$ cat config.mk
export PLATFORM = sky130hd
export DESIGN_NAME = paillier_mont_job_sched
export DESIGN_NICKNAME = d
export VERILOG_FILES = /design/src/rtl/paillier_mont_job_sched.sv
export SDC_FILE = /design/constraint.sdc
export NUM_CORES = 2
export LEC_CHECK = 0
export CAP_MARGIN = 20
export CORE_ASPECT_RATIO = 0.6
export CORE_MARGIN = 2
export CORE_UTILIZATION = 45
export CTS_BUF_LIST = sky130_fd_sc_hd__clkbuf_16
export CTS_CLUSTER_DIAMETER = 50
export CTS_CLUSTER_SIZE = 10
export DETAILED_ROUTE_END_ITERATION = 8
export HOLD_SLACK_MARGIN = 0.05
export PLACE_DENSITY = 0.69
export SYNTH_ARGS = -nofsm -noshare
export SYNTH_HDL_FRONTEND = slang
export SYNTH_SLANG_ARGS = --single-unit
$ cat constraint.sdc
create_clock -name clk -period 9.7 [get_ports clk]
set_input_delay 2.91 -clock clk [delete_from_list [all_inputs] [get_ports clk]]
set_output_delay 2.91 -clock clk [all_outputs]
set_load 0.02 [all_outputs]
$ cat src/rtl/paillier_mont_job_sched.sv
// ---------------------------------------------------------------------------
// paillier_mont_job_sched
//
// Job sequencer that sits directly in front of the Montgomery ME/MM engine.
// A job arrives as N operand beats (one x word and one y word per beat) on a
// valid/ready stream. The sequencer:
//   - issues exactly one me_start or mm_start pulse for the job,
//   - forwards the N operand words, low word first, to the selected engine,
//   - captures the N result words into a local N x K buffer,
//   - returns the results on a valid/ready stream. This supplies the
//     backpressure that the engine itself cannot apply.
// Only one job is in flight at a time, so the engine's ME/MM selection never
// changes in the middle of a job.
//
// Ports
//   clk, rst                 clock, synchronous active-high reset
//   s_valid/s_ready          operand beat handshake
//   s_op                     job op, latched on the first beat
//                            (bit2=1 ME, bit2=0 MM with mm_type=s_op[1:0])
//   s_x, s_y, s_last         operand words; s_last marks beat N-1
//   m_valid/m_ready          result word handshake
//   m_data, m_last           result word (low word first); m_last marks word N-1
//   me_start, me_x*, me_y*   ME engine job start and operand strobes
//   me_result, me_valid      ME engine result strobe
//   mm_type, mm_start,
//   mm_x*, mm_y*             MM engine op type, job start and operand strobes
//   mm_result, mm_valid      MM engine result strobe
//   busy                     high whenever the FSM is not idle
//   err_len                  one-cycle pulse when s_last is misplaced
//   err_to                   one-cycle pulse when the result wait times out
// ---------------------------------------------------------------------------
module paillier_mont_job_sched #(
  parameter int K    = 128,
  parameter int N    = 32,
  parameter int TO_W = 24
) (
  input  logic           clk,
  input  logic           rst,

  input  logic           s_valid,
  output logic           s_ready,
  input  logic [2:0]     s_op,
  input  logic [K-1:0]   s_x,
  input  logic [K-1:0]   s_y,
  input  logic           s_last,

  output logic           m_valid,
  input  logic           m_ready,
  output logic [K-1:0]   m_data,
  output logic           m_last,

  output logic           me_start,
  output logic [K-1:0]   me_x,
  output logic           me_x_valid,
  output logic [K-1:0]   me_y,
  output logic           me_y_valid,
  input  logic [K-1:0]   me_result,
  input  logic           me_valid,

  output logic [1:0]     mm_type,
  output logic           mm_start,
  output logic [K-1:0]   mm_x,
  output logic           mm_x_valid,
  output logic [K-1:0]   mm_y,
  output logic           mm_y_valid,
  input  logic [K-1:0]   mm_result,
  input  logic           mm_valid,

  output logic           busy,
  output logic           err_len,
  output logic           err_to
);

  localparam int CW = (N > 1) ? $clog2(N) : 1;
  localparam logic [CW-1:0] LAST_IDX = CW'(N - 1);

  typedef enum logic [2:0] {
    S_IDLE,
    S_START,
    S_LOAD,
    S_WAIT,
    S_DRAIN
  } state_t;

  state_t          state_q, state_d;
  logic [2:0]      op_q;
  logic [CW-1:0]   bcnt_q;     // operand beat index within the job
  logic [CW-1:0]   wcnt_q;     // result buffer write pointer
  logic [CW-1:0]   rcnt_q;     // result buffer read pointer
  logic [TO_W-1:0] to_cnt_q;   // cycles since the last captured result word

  logic [K-1:0]    fwd_x_q, fwd_y_q;
  logic            fwd_me_q, fwd_mm_q;
  logic            err_len_q, err_to_q;

  logic [K-1:0]    res_buf [N];

  // -------------------------------------------------------------------------
  // Per-cycle decode
  // -------------------------------------------------------------------------
  logic          job_me;
  logic          beat_acc;
  logic          last_beat;
  logic          res_vld;
  logic [K-1:0]  res_data;
  logic          cap;
  logic          to_hit;

  assign job_me    = op_q[2];
  assign beat_acc  = (state_q == S_LOAD) && s_valid;
  assign last_beat = (bcnt_q == LAST_IDX);
  // Strobes from the engine that was not started for this job are ignored.
  assign res_vld   = job_me ? me_valid  : mm_valid;
  assign res_data  = job_me ? me_result : mm_result;
  assign cap       = (state_q == S_WAIT) && res_vld;
  // The timeout fires on the cycle the counter sits at all-ones with no
  // result arriving, i.e. after 2^TO_W quiet cycles.
  assign to_hit    = (state_q == S_WAIT) && !res_vld && (to_cnt_q == '1);

  // -------------------------------------------------------------------------
  // Next-state and state-decoded outputs
  // -------------------------------------------------------------------------
  always_comb begin
    // NOTE: every signal written here gets a default first, so no path through
    // the case statement can leave one unassigned and infer a latch.
    state_d  = state_q;
    s_ready  = 1'b0;
    me_start = 1'b0;
    mm_start = 1'b0;
    m_valid  = 1'b0;
    m_last   = 1'b0;
    busy     = (state_q != S_IDLE);
    mm_type  = (state_q != S_IDLE && !job_me) ? op_q[1:0] : 2'b00;

    unique case (state_q)
      S_IDLE: begin
        // The first beat is only peeked at here: its op is latched but the
        // beat itself is consumed later in LOAD.
        if (s_valid) state_d = S_START;
      end
      S_START: begin
        me_start = job_me;
        mm_start = !job_me;
        state_d  = S_LOAD;
      end
      S_LOAD: begin
        s_ready = 1'b1;
        // Beat count alone ends the load; s_last is only checked, never obeyed.
        if (s_valid && last_beat) state_d = S_WAIT;
      end
      S_WAIT: begin
        if (cap && wcnt_q == LAST_IDX) state_d = S_DRAIN;
        else if (to_hit)               state_d = S_IDLE;
      end
      S_DRAIN: begin
        m_valid = 1'b1;
        m_last  = (rcnt_q == LAST_IDX);
        if (m_ready && m_last) state_d = S_IDLE;
      end
      default: state_d = S_IDLE;
    endcase
  end

  // -------------------------------------------------------------------------
  // Control state, counters and the operand forwarding register
  // -------------------------------------------------------------------------
  // NOTE: sequential state uses non-blocking assignments so every register
  // samples its inputs from the same pre-edge values, independent of order.
  always_ff @(posedge clk) begin
    if (rst) begin
      state_q   <= S_IDLE;
      op_q      <= '0;
      bcnt_q    <= '0;
      wcnt_q    <= '0;
      rcnt_q    <= '0;
      to_cnt_q  <= '0;
      fwd_x_q   <= '0;
      fwd_y_q   <= '0;
      fwd_me_q  <= 1'b0;
      fwd_mm_q  <= 1'b0;
      err_len_q <= 1'b0;
      err_to_q  <= 1'b0;
    end else begin
      state_q <= state_d;

      if (state_q == S_IDLE && s_valid) op_q <= s_op;

      // Accepted beats go out on the selected engine one cycle later, which
      // also keeps the first strobe strictly after the start pulse.
      fwd_me_q <= beat_acc && job_me;
      fwd_mm_q <= beat_acc && !job_me;
      if (beat_acc) begin
        fwd_x_q <= s_x;
        fwd_y_q <= s_y;
      end

      err_len_q <= beat_acc && (s_last != last_beat);
      err_to_q  <= to_hit;

      if (state_q != S_LOAD)  bcnt_q <= '0;
      else if (beat_acc)      bcnt_q <= bcnt_q + 1'b1;

      if (state_q != S_WAIT) begin
        wcnt_q   <= '0;
        to_cnt_q <= '0;
      end else if (cap) begin
        wcnt_q   <= wcnt_q + 1'b1;
        to_cnt_q <= '0;
      end else begin
        to_cnt_q <= to_cnt_q + 1'b1;
      end

      if (state_q != S_DRAIN) rcnt_q <= '0;
      else if (m_ready)       rcnt_q <= rcnt_q + 1'b1;
    end
  end

  // -------------------------------------------------------------------------
  // Result buffer: one write port (engine side), one read port (drain side)
  // -------------------------------------------------------------------------
  // NOTE: the buffer has no reset; a word is always written in WAIT before it
  // can be read in DRAIN, so its power-up contents are never observed.
  always_ff @(posedge clk) begin
    if (cap) res_buf[wcnt_q] <= res_data;
  end

  // Combinational read so m_data is valid in the same cycle as m_valid; it
  // stays stable during a stall because rcnt_q only moves on a handshake.
  assign m_data = (state_q == S_DRAIN) ? res_buf[rcnt_q] : '0;

  assign me_x       = fwd_x_q;
  assign me_y       = fwd_y_q;
  assign me_x_valid = fwd_me_q;
  assign me_y_valid = fwd_me_q;
  assign mm_x       = fwd_x_q;
  assign mm_y       = fwd_y_q;
  assign mm_x_valid = fwd_mm_q;
  assign mm_y_valid = fwd_mm_q;
  assign err_len    = err_len_q;
  assign err_to     = err_to_q;

endmodule

Word-level counts from Yosys, hierarchy flattened
Memories as Yosys holds them, arrays and structs flattened. A register that Yosys moved wholly into a read port is not among the register bits.
Cells that the tools add are included.
Operators by class
  add/sub/neg operators: 4
  $mul: 0
  divide/modulo/power cells: 0
  magnitude comparators: 0
  equality and inequality tests: 16
  shift operators: 0
  muxes and demuxes: 19
  bitwise gates (word level): 0
  reduce and logical (&&, ||, !) cells: 21
Operators by type and width (count)
  $mux W128: 2
  $add A24 B1 Y24 const B: 1
  $eq A24 B24 Y1 const B: 1
  $add A5 B1 Y5 const B: 3
  $eq A5 B5 Y1 const B: 3
  $mux W3: 5
  $pmux W3 S5: 1
  $logic_and A1 B1 Y1: 12
  $mux W5: 2
  $ne A3 B2 Y1 const B: 3
  $mux W1: 8
  $eq A3 B2 Y1 const B: 2
  $reduce_or A2 Y1: 3
  $ne A2 B2 Y1 const B: 2
  $reduce_and A4 Y1: 1
  $eq A3 B1 Y1 const B: 1
  $eq A3 B3 Y1 const B: 1
  $logic_not A3 Y1: 1
  $ne A3 B3 Y1 const B: 1
  $reduce_bool A3 Y1: 1
  $reduce_or A3 Y1: 1
  $logic_not A1 Y1: 2
  $mux W2: 1
  $ne A2 B1 Y1 const B: 1
  $ne A1 B1 Y1: 1
Word-level totals
  register bits after elaboration: 305
  latch bits: 0
  bits in writable memories: 4096
  memory bits (read-only): 0
  bits of input ports: 522
  output and inout port bits: 654
  word-level logic and storage cells: 73
  memories: 1
Memory list
  res_buf: depth 32, width 128, read ports 1, clocked after Yosys merged registers in 1, wr ports 1, RTL line 96  | logic [K-1:0] res_buf [N];

Logic depth before layout (Yosys ltp)
  depth in word-level cells: 7
  mapped depth: 9

Worst setup path before layout
OpenSTA, ideal clock, no wires.
  path kind: input to register
  start point: input port me_valid
  end point: memory res_buf[15][0], enable pin
  arrival: 9.035 ns
  required time: 9.083 ns
  slack: 0.048 ns
  stages on the path: 4
  buffers on the path: 1
  cells stage by stage: mux2i_1 -> or3b_2 -> buf_2 -> nor2_1
On the way
  longest elaborated chain between the ends: 4
Ends and longest elaborated chain
  start, declared: RTL line 58  | input logic me_valid,
  $mux W1: RTL line 113  | assign res_vld = job_me ? me_valid : mm_valid;
  $logic_and A1 B1 Y1: RTL line 115  | assign cap = (state_q == S_WAIT) && res_vld;
  $mux W1: RTL line 224  | if (cap) res_buf[wcnt_q] <= res_data;
  $mux W1 (implied by the code): RTL line 224
  end, declared: RTL line 96
Every way passes these cells.

==> reports/qor.yml <==
synth:
  commonest_cells_in_the_synthesized_netlist: "edfxtp_1 (4096), mux2i_1 (1392), nand2_1 (536), a22oi_1 (461), o22ai_1 (436)"
  yosys.cell_count.top_type: "edfxtp_1"
  ys_seq_elements: 4406
  synth_async_sr_flop_share: 0
  ys.warnings.count: 0
  synth_top_cells_by_area: "edfxtp_1 (72%), mux2i_1 (8.2%), mux4_2 (4.4%)"
  netlist-cell-type-count: 47
  post_synth_inst_count: 9387
  synthesized_cell_area_um2: 170000
  synth_top_area_frac: 0.724
  yosys_most_used_dff: "edfxtp_1"
  post_synth_edffs: 4096
  synthDominantAreaCellType: "edfxtp_1"
  yosysSeqAreaShare: 0.761
  synth_area_per_cell_um2: 18.1
  syn-num-nets: 9919
floorplan:
  start_util: 0.453
  floorplan.rows: 174
  floorplan_die_height_um: 480
  die_area_um2: 382000
  top_level_ports: 1176
  die_w_um: 797
  core_um2: 375000
drt:
  detail-route-antenna-nets: 0
  wire_per_inst_um: 38.6
  num_vias: 97500
  drt-initial-drc-count: 15100
  residual_drc: 0
  pre_antenna_drt_iters: 6
  via_per_inst: 6.23
  routed_wirelength_mm: 604
global_routing:
  vias_in_the_first_global_route: 93400
  overflow: 0
  antenna_violations_before_repair: 61
  grt_first_pass_wirelength_mm: 804
  grt_use_total: 0.307
  pin_count_of_the_biggest_net_entering_global_routing: 142
power_and_ir_drop:
  cellPowerDensity_nw_per_um2: 202
  leakagePower_uw: 0.0597
  peakVddDrop_uv: 145
setup_path:
  crit_required_ns: 6.79
  end_kind: "output pin"
  timing_worst_setup_path_type: "reg -> out"
  crit_path_cell_trace: "buf_4, buf_12, mux2i_1, o22ai_1, nor4_1, o211ai_1, clkdlybuf4s50_1"
  timing.critical_path.from_type: "flop"
  worstPathMaxFanout: 125
  worst_path_arrival_ns: 5.42
  max_stage_delay_ns: 1.08
  timing.critical_path.slowest_stage_cell: "dfxtp_4"
clocking:
  clkSinkCount: 4406
  cts-root-buf: "clkbuf_16"
  cts_setup_buffers: 0
  cts.repair.resized: 0
  htreeDepth: 6
  max-clock-path-buffers: 4
  holdBufCountCts: 0
  cts-buffers-inserted: 537
  worst_skew_pair.late_latency_ns: 0.98
  tritoncts: "built"
  cts.clk_slew.worst_paths_ns: 0.05
placed_design:
  detailed_place_hpwl_mm: 357
  port-buffer-count: 1175
  pre_cts_ws_ns: 2.33
  gpl.final_weighted_congestion: 0.978
outcome:
  outcome: "finished clean"
timing:
  max_clock_freq_mhz: 120
  setup_tns_ns: 0
  worstMarginPinSlew_ns: 1.29
  report.final.setup_viol: 0
  fin_crit_sh: 0.859
  report.final.slew_viol_count: 0
  setup_slack_ns: 1.37
  rsz0062_at_grt: "no"
  hold_slack_ns: 0.472
  skew_final_ns: 0.0488
  timing.slew.headroom: 0.143
  final_hold_viol_count: 0
  period_needed_ns: 8.33
cells_and_area:
  num-nets-final: 11000
  finalCoreUtilization: 0.535
  drive_gt1_frac: 0.126
  syn_to_final_growth_pct: 18.3
  fillCellCount: 28700
flow_run:
  max-cap-violations: 0
hold_path:
  hp-class: "reg -> reg"
[cells by family after synthesis]
| family | synth area share |
|---|---|
| adder cells (fa/ha/maj) | 0.000737 |
| XOR/XNOR | 0.00103 |
| AO/OA/AOI/OAI | 0.0494 |
| AND/OR/NAND/NOR | 0.0257 |
| flip-flops | 0.761 |
| buffers and inverters | 0.0274 |
| multiplexers | 0.135 |
[stage by stage]
step / cells / power [µW] / area (µm²)
after floorplan: 9387 / 22200 / 170000
after global placement: 14900 / 23100 / 186000
after detailed placement: 14900 / 23200 / 186000
after CTS: 15600 / 40600 / 201000
after global routing: 15600 / 41500 / 201000
final: 15600 / 40500 / 201000
[path summary, 6_finish.rpt]
kind / start / end / slack, ns / cells past startpoint
worst max-delay path: flop / m_data[98] / 1.37 / 7
worst min-delay path: me_x[58] / me_x[58] / 0.47 / 2
worst max register to register: op_q[2] / res_buf[25][33] / 4.42 / 6
worst min register to register: me_x[58] / me_x[58] / 0.47 / 2
[cell type report]
class                           count  area (µm²)  area share
Sequential cell                  4406      129000       0.643
Antenna cell                       29        72.6    0.000361
Timing Repair Buffer             1365       14200      0.0705
Multi-Input combinational cell   4145       36300       0.181
Clock inverter                    127        1020     0.00506
Inverter                            6        22.5    0.000112
Clock buffer                      552       13800      0.0688
Tap cell                         5016        6280      0.0312
[critical path: cells and delay by family, from the launching register on]
family / cells / cell delay, ns
compound gates: 2 / 0.38
buf+inv: 3 / 1.80
flops: 1 / 1.08
mux: 1 / 0.29
simple gates: 1 / 0.58
[state kept, by name, summed over array words and instances, names as in the netlist, named ones only]
signal / cells
err_to: 1
state_q: 3
me_x: 128
bcnt_q: 5
mm_x_valid: 1
me_y: 128
wcnt_q: 5
op_q: 3
to_cnt_q: 24
rcnt_q: 5
res_buf: 4096
me_x_valid: 1
err_len: 1
[placed cells by master, fill, tap and decap left out, types with 7 or more instances in the layout]
cell type	count
ha_1	10
buf_12	76
mux2i_1	1392
nor2_4	35
o22ai_1	436
inv_1	54
clkinv_2	7
dfxtp_1	307
a21oi_1	269
nand4_1	85
o211ai_1	54
clkinvlp_4	8
xor2_1	12
edfxtp_1	4096
nand2_1	535
clkbuf_16	552
nand3b_1	8
diode_2	29
nand3_1	138
buf_4	111
nor4_1	53
mux2_2	128
or3_1	10
o21ai_0	80
inv_6	32
clkinv_8	9
clkdlybuf4s50_1	1174
mux4_2	332
xnor2_1	8
a22oi_1	461
nor2_1	36
[layer usage]
layer / track usage / vias up / routed length [µm]
met5: 0.0110 / - / 623
met4: 0.0710 / 8 / 14300
met3: 0.0813 / 900 / 69300
met2: 0.435 / 6336 / 257000
met1: 0.473 / 50900 / 263000
li1: - / 39400 / -
[report_power, final]
part	total, µW	internal (µW)	switching (µW)
logic	1570	480	1090
registers	21300	21100	169
clock network	17700	10200	7440
Power figures use the tool's default switching activity.
